File: src/rtl/risc16_sequencer.sv
// rtl/risc16_sequencer.sv - RiSC-16 instruction sequencer: fetch handshake, two-phase execute, halt detection
module risc16_sequencer #(
  parameter int OP_LEN  = 3,
  parameter int INSTR_W = 16,
  parameter int CNT_W   = 16
) (
  input  logic               clk,
  input  logic               rst,
  input  logic               run,
  output logic               i_req,
  input  logic               i_ack,
  input  logic [INSTR_W-1:0] i_data,
  input  logic               d_busy,
  output logic [INSTR_W-1:0] instr,
  output logic [OP_LEN-1:0]  op,
  output logic               state,
  output logic               pen,
  output logic               halted,
  output logic [CNT_W-1:0]   retired
);

  typedef enum logic [2:0] {
    IDLE  = 3'd0,
    FETCH = 3'd1,
    EXEC0 = 3'd2,
    EXEC1 = 3'd3,
    HALT  = 3'd4
  } seqState_t;

  localparam logic [OP_LEN-1:0] OP_SW   = OP_LEN'(3'b100);
  localparam logic [OP_LEN-1:0] OP_LW   = OP_LEN'(3'b101);
  localparam logic [OP_LEN-1:0] OP_JALR = OP_LEN'(3'b111);

  seqState_t curState;
  logic      isMem;
  logic      isHalt;
  logic      memStall;

  assign op       = instr[INSTR_W-1 -: OP_LEN];
  assign isMem    = (op == OP_SW) || (op == OP_LW);
  assign isHalt   = (op == OP_JALR) && (instr[6:0] != 7'd0);
  assign memStall = isMem && d_busy;

  // Commit strobe is Mealy on d_busy so a memory op retires in the cycle the memory frees up.
  assign pen = (curState == EXEC1) && !memStall && !isHalt;

  always_ff @(posedge clk) begin
    if (rst) begin
      curState <= IDLE;
      i_req    <= 1'b0;
      instr    <= '0;
      state    <= 1'b0;
      halted   <= 1'b0;
      retired  <= '0;
    end else begin
      case (curState)
        IDLE: begin
          if (run) begin
            curState <= FETCH;
            i_req    <= 1'b1;
          end
        end
        FETCH: begin
          if (i_ack) begin
            instr    <= i_data;
            i_req    <= 1'b0;
            curState <= EXEC0;
          end
        end
        EXEC0: begin
          state    <= 1'b1;
          curState <= EXEC1;
        end
        EXEC1: begin
          if (!memStall) begin
            retired <= retired + CNT_W'(1);
            state   <= 1'b0;
            if (isHalt) begin
              halted   <= 1'b1;
              curState <= HALT;
            end else begin
              i_req    <= 1'b1;
              curState <= FETCH;
            end
          end
        end
        HALT: begin
          // instr and op stay visible so the halting instruction can be inspected.
          if (run) begin
            halted   <= 1'b0;
            i_req    <= 1'b1;
            curState <= FETCH;
          end
        end
        default: begin
          curState <= IDLE;
          i_req    <= 1'b0;
          state    <= 1'b0;
          halted   <= 1'b0;
        end
      endcase
    end
  end

endmodule

File: config.mk
export PLATFORM = sky130hd
export DESIGN_NAME = risc16_sequencer
export DESIGN_NICKNAME = d
export VERILOG_FILES = /design/src/rtl/risc16_sequencer.sv
export SDC_FILE = /design/constraint.sdc
export NUM_CORES = 1
export LEC_CHECK = 0
export CAP_MARGIN = 20
export CORE_ASPECT_RATIO = 0.5
export CORE_MARGIN = 5
export CORE_UTILIZATION = 44
export CTS_CLUSTER_SIZE = 20
export DETAILED_ROUTE_END_ITERATION = 10
export PLACE_DENSITY = 0.9
export RECOVER_POWER = 100
export SLEW_MARGIN = 20
export SYNTH_ARGS = -nofsm -noshare
export SYNTH_HDL_FRONTEND = slang
export SYNTH_SLANG_ARGS = --single-unit
File: constraint.sdc
create_clock -name clk -period 2.65 [get_ports clk]
set_clock_uncertainty 0.05 [all_clocks]
set_input_delay 0.6625 -clock clk [delete_from_list [all_inputs] [get_ports clk]]
set_output_delay 0.6625 -clock clk [all_outputs]
set_load 0.02 [all_outputs]
==> qor.yml, run 1 <==
synthesis:
  syn_area_per_cell_um2: 8.16
  ys_seq_area_share_pct: 45.0
  netlist_instances: 207
  synth_warnings: 0
  ys_seq_elements: 38
  synth.distinct_cells: 39
  netlist_area_um2: 1690
  synth.net_count: 229
final_layout:
  final_util_pct: 67.8
  final_cell_mix: "nand2_1, dlygate4sd3_1, dfxtp_1"
  drive_above_1_share_pct: 5.26
  fin_area_um2: 2420
  fin_nets: 287
  synthToLayoutAreaGrowth_pct: 43.0
  n_antenna_cell: 0
  stdcell_count: 317
setup_path:
  crit_chain: "clkdlybuf4s50_1 > and3b_1 > nor3_1 > dlygate4sd2_1"
  start_kind: "input port"
  path_max_fanout: 2
  cp_slowest_cell: "clkdlybuf4s50_1"
  slowest_delay_ps: 420
  worstSetupEndpointType: "output pin"
  crit_arrival_ps: 1830
  critical_path_class: "in2out"
  cp_data_required_time_ps: 1940
place:
  post-dp-hpwl_um: 3400
  numPortBuffers: 59
  dp_cells: 309
  place_area_um2: 2310
  gp_congestion: 0.807
  place_ws_ps: -149
routing:
  drt_first_pass_iters: 4
  ant_nets: 0
  wire_per_inst_um: 15.0
  vias: 1739
  wl_met3_um: 213
  drt-met1-wl_um: 1960
  routed_via_density: 5.49
  drc: 0
  drtIter0Drc: 100
  drt-total-wl_um: 4740
  routed.top_layer: "met4"
  wl_met2_um: 2450
clock_tree:
  cts_num_sinks: 38
  cts_buffers: 5
  cts-htree-levels: 2
  postCtsSetupRepairBufs: 0
  tritoncts: "done"
  cts-hold-fix-buffers: 0
  path_clk_slew_ps: 70
  cts_resized: 1
  insertion_delay_ps: 290
  cts_root_buf: "clkbuf_8"
  clk_path_buf_depth: 2
floorplanning:
  die_w_um: 97.6
  fp.dieH_um: 53.8
  dieArea_um2: 5250
  start_util_pct: 47.4
  rows: 15
  core-area_um2: 3570
  io_pins: 60
worst_hold_path:
  hp-class: "reg2reg"
timing:
  tns_ps: 0
  fmax_mhz: 394
  post-route-period-util_pct: 95.8
  rsz0062_at_grt: "no"
  relSlewSlack_pct: 45.9
  min_period_ps: 2540
  setup_slack_ps: 112
  setup_viol: 0
  finalHoldViolCount: 0
  slew_viol_final: 0
  tightest_slew_ps: 810
  hold_ws_ps: 402
power:
  vdd_drop_max_v: 0.000358
  power.total_mw: 1.26
  p_per_area_nw_per_um2: 523
  leakagePower_nw: 0.968
grt:
  grt_use_total_pct: 18.9
  grt_antenna_before_repair: 0
  grt_pass1_wl_um: 7810
  first_global_vias: 1705
  grt_max_degree: 19
  grt_overflow: 0
job:
  maxCapViolCount: 0
status:
  outcome: "completed"
[state kept, by name, summed over array words and instances, names as in the netlist]
register,cells
state,1
curState,3
i_req,1
retired,16
halted,1
instr,16
[worst max-delay path, delay by kind of cell]
family                 cells  cell delay [ps]
and+or+nand+nor            2              370
buffers and inverters      2              790
[logic make-up after synthesis]
kind of cell,after synthesis,share of synthesized area [%]
flops,38,45.0
fa+ha+maj,1,0.741
buf+inv,21,6.37
mux,1,0.667
xor+xnor,8,4.15
simple gates,95,27.9
compound gates,43,15.1
[power by group]
part,internal [mW],switching [mW],total [mW]
clock network,0.263,0.201,0.464
registers,0.592,0.0152,0.608
logic,0.0885,0.103,0.192
[synthesized netlist by cell type]
master,count,area (um^2)
a21oi_1,25,125
a21o_1,1,7.51
or3_1,3,18.8
o21a_1,1,7.51
nor4_1,2,12.5
o221ai_1,1,8.76
xor2_1,3,26.3
clkbuf_1,8,30.0
buf_1,1,3.75
and4b_1,2,20.0
nand2_1,40,150
xnor2_1,5,43.8
o21ai_0,5,25.0
nand3b_1,2,15.0
nor2_1,13,48.8
a32oi_1,3,26.3
dfxtp_1,38,761
nand3_1,5,25.0
nor2b_1,3,18.8
and4_1,2,17.5
o311a_1,1,10.0
buf_6,2,22.5
inv_1,5,18.8
a41oi_1,1,8.76
mux2_1,1,11.3
nand4_1,5,31.3
ha_1,1,12.5
buf_2,2,10.0
nor3b_1,1,7.51
or4_1,4,30.0
buf_4,3,22.5
o22ai_1,1,6.26
and3b_1,1,8.76
a22oi_1,1,7.51
o31ai_1,3,22.5
and3_1,2,12.5
nor3_1,6,30.0
nand2b_1,2,12.5
and2_1,2,12.5
[metal layers]
layer / track usage, % / vias up
met5: 0 / -
met4: 10.6 / 0
met3: 4.14 / 14
met2: 35.7 / 54
met1: 20.5 / 833
li1: - / 838
[layout make-up]
class / instances / area, um^2
timing repair buffer: 67 / 642
sequential: 38 / 761
tap: 51 / 63.8
multi-input combinational: 148 / 821
clock buffer: 8 / 110
fill: 289 / 1150
inverter: 5 / 18.8
[final timing paths]
kind                            depth (start not counted)      start     endpoint  slack [ps]
worst max-delay path                                    4     d_busy          pen         110
worst min-delay path                                    2   instr[7]     instr[7]         400
worst max register to register                          5  instr[14]  retired[13]         460
worst min register to register                          2   instr[7]     instr[7]         400
Power figures use the tool's default switching activity.
==> inputs of run 2 (changes only) <==
--- a/config.mk
+++ b/config.mk
@@ -5,7 +5,8 @@
 export SDC_FILE = /design/constraint.sdc
 export NUM_CORES = 1
 export LEC_CHECK = 0
-export CAP_MARGIN = 20
+export ABC_AREA = 0
+export CAP_MARGIN = 25
 export CORE_ASPECT_RATIO = 0.5
 export CORE_MARGIN = 5
 export CORE_UTILIZATION = 44
==> results of run 2 <==
Final layout, timing and power as in run 1 (identical DEF).
